<file path="config.mk">
export PLATFORM = sky130hd
export DESIGN_NAME = mem_wb_stage
export DESIGN_NICKNAME = d
export VERILOG_FILES = /design/src/rtl/mem_wb_stage.sv
export SDC_FILE = /design/constraint.sdc
export NUM_CORES = 1
export LEC_CHECK = 0
export CORE_MARGIN = 2
export CORE_UTILIZATION = 53
export CTS_BUF_LIST = sky130_fd_sc_hd__clkbuf_4
export CTS_CLUSTER_DIAMETER = 30
export DETAILED_ROUTE_END_ITERATION = 8
export PLACE_DENSITY_LB_ADDON = 0.15
export RECOVER_POWER = 50
export SYNTH_ARGS = -nofsm -noshare
export SYNTH_HDL_FRONTEND = slang
export SYNTH_SLANG_ARGS = --single-unit
</file>
<file path="constraint.sdc">
create_clock -name clk -period 1.7 [get_ports clk]
set_clock_uncertainty 0.15 [all_clocks]
set_input_delay 0.34 -clock clk [delete_from_list [all_inputs] [get_ports clk]]
set_output_delay 0.34 -clock clk [all_outputs]
set_load 0.01 [all_outputs]
</file>
<file path="src/rtl/mem_wb_stage.sv">
// MEM/WB pipeline stage with valid/ready handshaking on both sides.
// SKID=1 gives a head register plus a skid register so in_ready can come
// straight from a flop. SKID=0 collapses to a single pipeline register whose
// in_ready follows the classic "empty or draining" rule.
// All state changes on the falling edge of clk; rst is synchronous.
module mem_wb_stage #(
    parameter int DATA_W = 32,
    parameter int ADDR_W = 32,
    parameter int RD_W   = 5,
    parameter int MTR_W  = 2,
    parameter int SKID   = 1
) (
    input  logic              clk,
    input  logic              rst,
    input  logic              in_valid,
    output logic              in_ready,
    input  logic              flush,
    input  logic              RegWrite_in,
    input  logic [MTR_W-1:0]  MemtoReg_in,
    input  logic [DATA_W-1:0] D_MEM_read_data_in,
    input  logic [ADDR_W-1:0] D_MEM_read_addr_in,
    input  logic [RD_W-1:0]   EX_MEM_RegisterRd_in,
    output logic              out_valid,
    input  logic              out_ready,
    output logic              RegWrite_out,
    output logic [MTR_W-1:0]  MemtoReg_out,
    output logic [DATA_W-1:0] D_MEM_read_data_out,
    output logic [ADDR_W-1:0] D_MEM_read_addr_out,
    output logic [RD_W-1:0]   MEM_WB_RegisterRd_out,
    output logic [1:0]        occupancy
);

    typedef struct packed {
        logic              regWrite;
        logic [MTR_W-1:0]  memtoReg;
        logic [DATA_W-1:0] data;
        logic [ADDR_W-1:0] addr;
        logic [RD_W-1:0]   rd;
    } entryT;

    localparam bit UseSkid = (SKID != 0);

    entryT      inEntry;
    entryT      headQ, headD;
    entryT      skidQ, skidD;
    logic       headValidQ, headValidD;
    logic       skidValidQ, skidValidD;
    logic       inReadyQ, inReadyD;
    logic [1:0] occQ, occD;
    logic       inXfer, outXfer;

    // Bundle the incoming MEM-stage fields into one payload word.
    always_comb begin
        inEntry          = '0;
        inEntry.regWrite = RegWrite_in;
        inEntry.memtoReg = MemtoReg_in;
        inEntry.data     = D_MEM_read_data_in;
        inEntry.addr     = D_MEM_read_addr_in;
        inEntry.rd       = EX_MEM_RegisterRd_in;
    end

    // inReadyQ is low during reset in both modes; without the skid entry the
    // stage must also accept while the head drains, which needs out_ready.
    assign in_ready = UseSkid ? inReadyQ : (inReadyQ & (~headValidQ | out_ready));

    assign inXfer  = in_valid & in_ready;
    assign outXfer = headValidQ & out_ready;

    // Next-state for head/skid: flush wins, then drain skid, refill head, or park in skid.
    always_comb begin
        headD      = headQ;
        skidD      = skidQ;
        headValidD = headValidQ;
        skidValidD = skidValidQ;
        if (flush) begin
            headValidD = 1'b0;
            skidValidD = 1'b0;
        end else if (outXfer && skidValidQ) begin
            headD      = skidQ;
            skidValidD = 1'b0;
        end else if (!headValidQ || outXfer) begin
            headValidD = inXfer;
            if (inXfer) begin
                headD = inEntry;
            end
        end else if (inXfer) begin
            skidD      = inEntry;
            skidValidD = 1'b1;
        end
        inReadyD = ~skidValidD;
        occD     = {1'b0, headValidD} + {1'b0, skidValidD};
    end

    // Falling-edge state register with synchronous reset clearing everything.
    always_ff @(negedge clk) begin
        if (rst) begin
            headQ      <= '0;
            skidQ      <= '0;
            headValidQ <= 1'b0;
            skidValidQ <= 1'b0;
            inReadyQ   <= 1'b0;
            occQ       <= 2'd0;
        end else begin
            headQ      <= headD;
            skidQ      <= skidD;
            headValidQ <= headValidD;
            skidValidQ <= skidValidD;
            inReadyQ   <= inReadyD;
            occQ       <= occD;
        end
    end

    assign out_valid             = headValidQ;
    assign RegWrite_out          = headQ.regWrite & headValidQ;
    assign MemtoReg_out          = headQ.memtoReg;
    assign D_MEM_read_data_out   = headQ.data;
    assign D_MEM_read_addr_out   = headQ.addr;
    assign MEM_WB_RegisterRd_out = headQ.rd;
    assign occupancy             = occQ;

endmodule

</file>
==> results of run 1 <==
-- what timing repair did --
action | 4_1_cts
pin swaps | 140
endpoints found under the hold margin | 0
buffers inserted | 42
resized for setup | 736
cloned | 39
setup endpoints to repair | 225
-- cells by family after synthesis --
group / count (synthesis)
and+or+nand+nor: 83
adders and majority gates: 1
AOI/OAI and AO/OA: 294
buffers and inverters: 162
muxes: 72
DFF: 149
-- synthesized netlist by cell type --
cell type and number:
a211oi_1 4, a211oi_2 70, a21oi_1 73, a22o_1 1, a31oi_1 73, and2_1 1, and3_4 1, and4b_1 1
buf_1 4, buf_2 13, buf_4 71, buf_6 10, clkbuf_1 61, dfxtp_1 149, ha_1 1, inv_1 2
inv_2 1, mux2i_1 72, nand2_1 1, nand2b_1 1, nand3_1 73, nand4b_1 1, nor2_1 1, nor2b_1 3
o21ai_0 73
-- stage by stage --
stage	cells	TNS, ns	hold WS, ns	setup WS, ns
2_1_floorplan	761	-93.49	0.300	-0.633
3_3_place_gp	995	-210.66	0.308	-1.22
3_5_place_dp	995	-218.15	0.316	-1.27
4_1_cts	1254	-76.84	0.312	-0.802
==> impl_metrics.tcl, run 1 <==
set metrics [dict create \
    status "did not finish" \
    failing_step "5_1_grt" \
    stop_error "[ERROR DPL-0038] Utilization greater than 100%, impossible to legalize" \
    synthesis.instances 761 \
    clock-sinks 149 \
    die_h_um 121 \
    place.gp.congestion 0.765 \
    synth_top_area_share_pct 41.3 \
    avgSynthCellArea_um2 9.49 \
    yosys_register_bits 149 \
    grt_max_degree 50 \
    dpl_cell_area_um2 8790 \
    synth_compound_area_share_pct 29.1 \
    yosys.area_share.xor_xnor_pct 0 \
    ys_warn_count 0 \
    muxShareOfSynthArea_pct 9.98 \
    worstEpCategory "primary output" \
    synth_cell_types 25 \
    synth_top_family_by_area "compound AO/OA/AOI/OAI gates" \
    synth.area.top_cells "dfxtp_1 41%, a211oi_2 12%, mux2i_1 10%" \
    postGrtWorstEndpoint "RegWrite_out" \
    synth_nets 839 \
    cts_buffer_depth 2 \
    root_buffer "clkbuf_4" \
    htreeDepth 4 \
    fp.dieW_um 121 \
    initial_core_util_pct 54.3 \
    synth_seq_area_share_pct 41.3 \
    cts_buffers 17 \
    syn_area_um2 7220 \
    portBuffers 152 \
    core.rowCount 42 \
    hpwl_um 12400 \
    synth-simple-area-share_pct 6.01 \
    synthAdderAreaFrac_pct 0.173 \
    hold_buffers 0 \
    yosys.area.top_type "dfxtp_1" \
    ios 153 \
]
==> inputs of run 2 (changes only) <==
--- a/config.mk
+++ b/config.mk
@@ -6,9 +6,7 @@
 export NUM_CORES = 1
 export LEC_CHECK = 0
 export CORE_MARGIN = 2
-export CORE_UTILIZATION = 53
-export CTS_BUF_LIST = sky130_fd_sc_hd__clkbuf_4
-export CTS_CLUSTER_DIAMETER = 30
+export CORE_UTILIZATION = 40
 export DETAILED_ROUTE_END_ITERATION = 8
 export PLACE_DENSITY_LB_ADDON = 0.15
 export RECOVER_POWER = 50
==> run 2 against run 1 <==
Synthesized cell count unchanged. The flow now finishes, with violations (negative setup slack). Area after synthesis unchanged.
==> impl_metrics.tcl, run 2 <==
set metrics [dict create \
    status "finished, violations left" \
    violations "negative setup slack" \
    worstPathRequired_ns 1.21 \
    slowest_delay_ns 0.35 \
    yosys.area.top_type "dfxtp_1" \
    place.gp.congestion 0.766 \
    peakVddDrop_mv 0.760 \
    vias 8024 \
    setup_ws_ns -0.723 \
    core_area_um2 17800 \
    clock-sinks 149 \
    cts_buffers 17 \
    preCtsSetupSlack_ns -1.30 \
    antenna_found_initial 1 \
    ys_warn_count 0 \
    core.rowCount 49 \
    tightest_slew_ns 0.478 \
    dieArea_um2 19100 \
    root_buffer "clkbuf_16" \
    synth_cell_types 25 \
    ys_dominant_reg_cell "dfxtp_1" \
    hpwl_um 13100 \
    clk_latency_ns 0.49 \
    mostFrequentLayoutCells "151 x inv_1, 93 x buf_6, 73 x dfxtp_1, 72 x clkdlybuf4s50_1, 69 x a211oi_2" \
    grt_pass1_wl_um 45300 \
    cp_slowest_cell "dfxtp_2" \
    via_per_inst 6.01 \
    syn2layout_area_growth_pct 96.3 \
    async_flop_share_pct 0 \
    portBuffers 152 \
    synth-edff-count 0 \
    cts.clk_slew.worst_paths_ns 0.05 \
    layout_commonest_cell "inv_1" \
    drv_cap 0 \
    design_area_um2 14200 \
    tritoncts "done" \
    cts_buffer_depth 2 \
    synth.area.top_cells "dfxtp_1 41%, a211oi_2 12%, mux2i_1 10%" \
    slew_violations 0 \
    crit_path_cell_trace "and2_4 > buf_6" \
    p_leak_nw 5.73 \
    ant_nets 0 \
    largest_register "skidQ" \
    largest_register_ffs 72 \
    hold_viol_final 0 \
    setup_tns_ns -97.09 \
    nFillCells 935 \
    htreeDepth 4 \
    hp-class "reg -> reg" \
    wirelength_um 33500 \
    synth_seq_area_share_pct 41.3 \
    synth_nets 839 \
    drc_errors 0 \
    start_kind "flip-flop" \
    crit_type "reg -> out" \
    grt_pass1_vias 8275 \
    yosys_register_bits 149 \
    num-nets-final 1171 \
    ios 153 \
    p_per_area_nw_per_um2 813 \
    synth_top_area_share_pct 41.3 \
    grt_max_degree 51 \
    setup_viol 225 \
    hold_ws_ns 0.314 \
    gr-total-overflow 0 \
    die_h_um 138 \
    drt-wirelength-per-cell_um 25.0 \
    dpl_cell_area_um2 8900 \
    crit_buf_inv 1 \
    slew_headroom_pct 68.2 \
    initial_core_util_pct 40.5 \
    fp.dieW_um 138 \
    cp_top_family "flip-flops" \
    critPathCaptureType "output port" \
    synthesis.instances 761 \
    drtPass1Iterations 5 \
    grt_usage_pct 30.1 \
    cp.arrival_ns 1.93 \
    drive_above_1_share_pct 60.7 \
    synth_common_cells "149 x dfxtp_1, 73 x a21oi_1, 73 x a31oi_1, 73 x nand3_1, 73 x o21ai_0" \
    synth.most_common_cell "dfxtp_1" \
    syn_area_um2 7220 \
    avgSynthCellArea_um2 9.49 \
    path_max_fanout 3 \
    first_iter_violations 517 \
    rsz0062_at_grt "true" \
]
run 2: cell counts after synthesis:
Identical to the previous run, type by type.
run 2: path summary, 6_finish.rpt:
| check | startpoint | to | slack [ns] | cells past startpoint |
|---|---|---|---|---|
| max | out_valid | RegWrite_out | -0.72 | 2 |
| min | skidQ[65] | skidQ[65] | 0.31 | 2 |
| max reg2reg | in_ready | D_MEM_read_data_out[14] | -0.19 | 7 |
| min reg2reg | skidQ[65] | skidQ[65] | 0.31 | 2 |
run 2: layout make-up:
class,count,area [um^2],area share [%]
multi-input cells,451,5230,36.9
repair buffers,323,4280,30.2
diodes,1,2.50,0.0177
clock buffers,17,425,3.00
clock inverters,164,785,5.54
flip-flops and latches,149,3150,22.2
inverters,2,12.5,0.0883
well taps,229,287,2.02
run 2: worst min-delay path, stage by stage (launching register included):
cell and delay (ns):
dfxtp_1 0.31, o21ai_2 0.06, a21oi_2 0.04
run 2: cells by family (layout without fill, tap and decap cells):
family,after synthesis,in the layout,share of synthesized area (%)
AO/OA/AOI/OAI,294,294,29.1
buffers and inverters,162,506,13.4
flip-flops,149,149,41.3
AND/OR/NAND/NOR,83,84,6.01
multiplexers,72,72,9.98
adder cells (fa/ha/maj),1,1,0.173
other,0,1,0
run 2: power breakdown:
group | internal [mW] | switching, mW
Sequential | 3.61 | 0.0907
Clock | 3.09 | 2.88
Combinational | 0.945 | 0.904
run 2: metal layers:
metal | GRT usage, % | share of wire [%] | up-vias
met5 | 0 | 0 | -
met4 | 17.6 | 5.1 | 0
li1 | - | - | 3472
met3 | 9.42 | 6.8 | 130
met2 | 48.7 | 49 | 464
met1 | 35.2 | 39 | 3958
run 2: stage by stage:
step                      util [%]  std cells  total power, mW
after floorplan                  -        761             4.90
after global placement        49.9       1046             5.37
after detailed placement      49.9       1046             5.39
after CTS                     72.4       1307             11.1
after global routing          79.4       1335             12.0
final                         79.4       1336             11.5
run 2: repair_timing:
item | 4_1_cts | 5_1_grt
hold buffers | 0 | 0
setup endpoints to repair | 225 | 225
gates cloned | 36 | 8
setup buffers | 46 | 35
pin swaps | 96 | 85
gates resized for setup | 707 | 239
No activity file was read; power rests on OpenSTA's default activity.
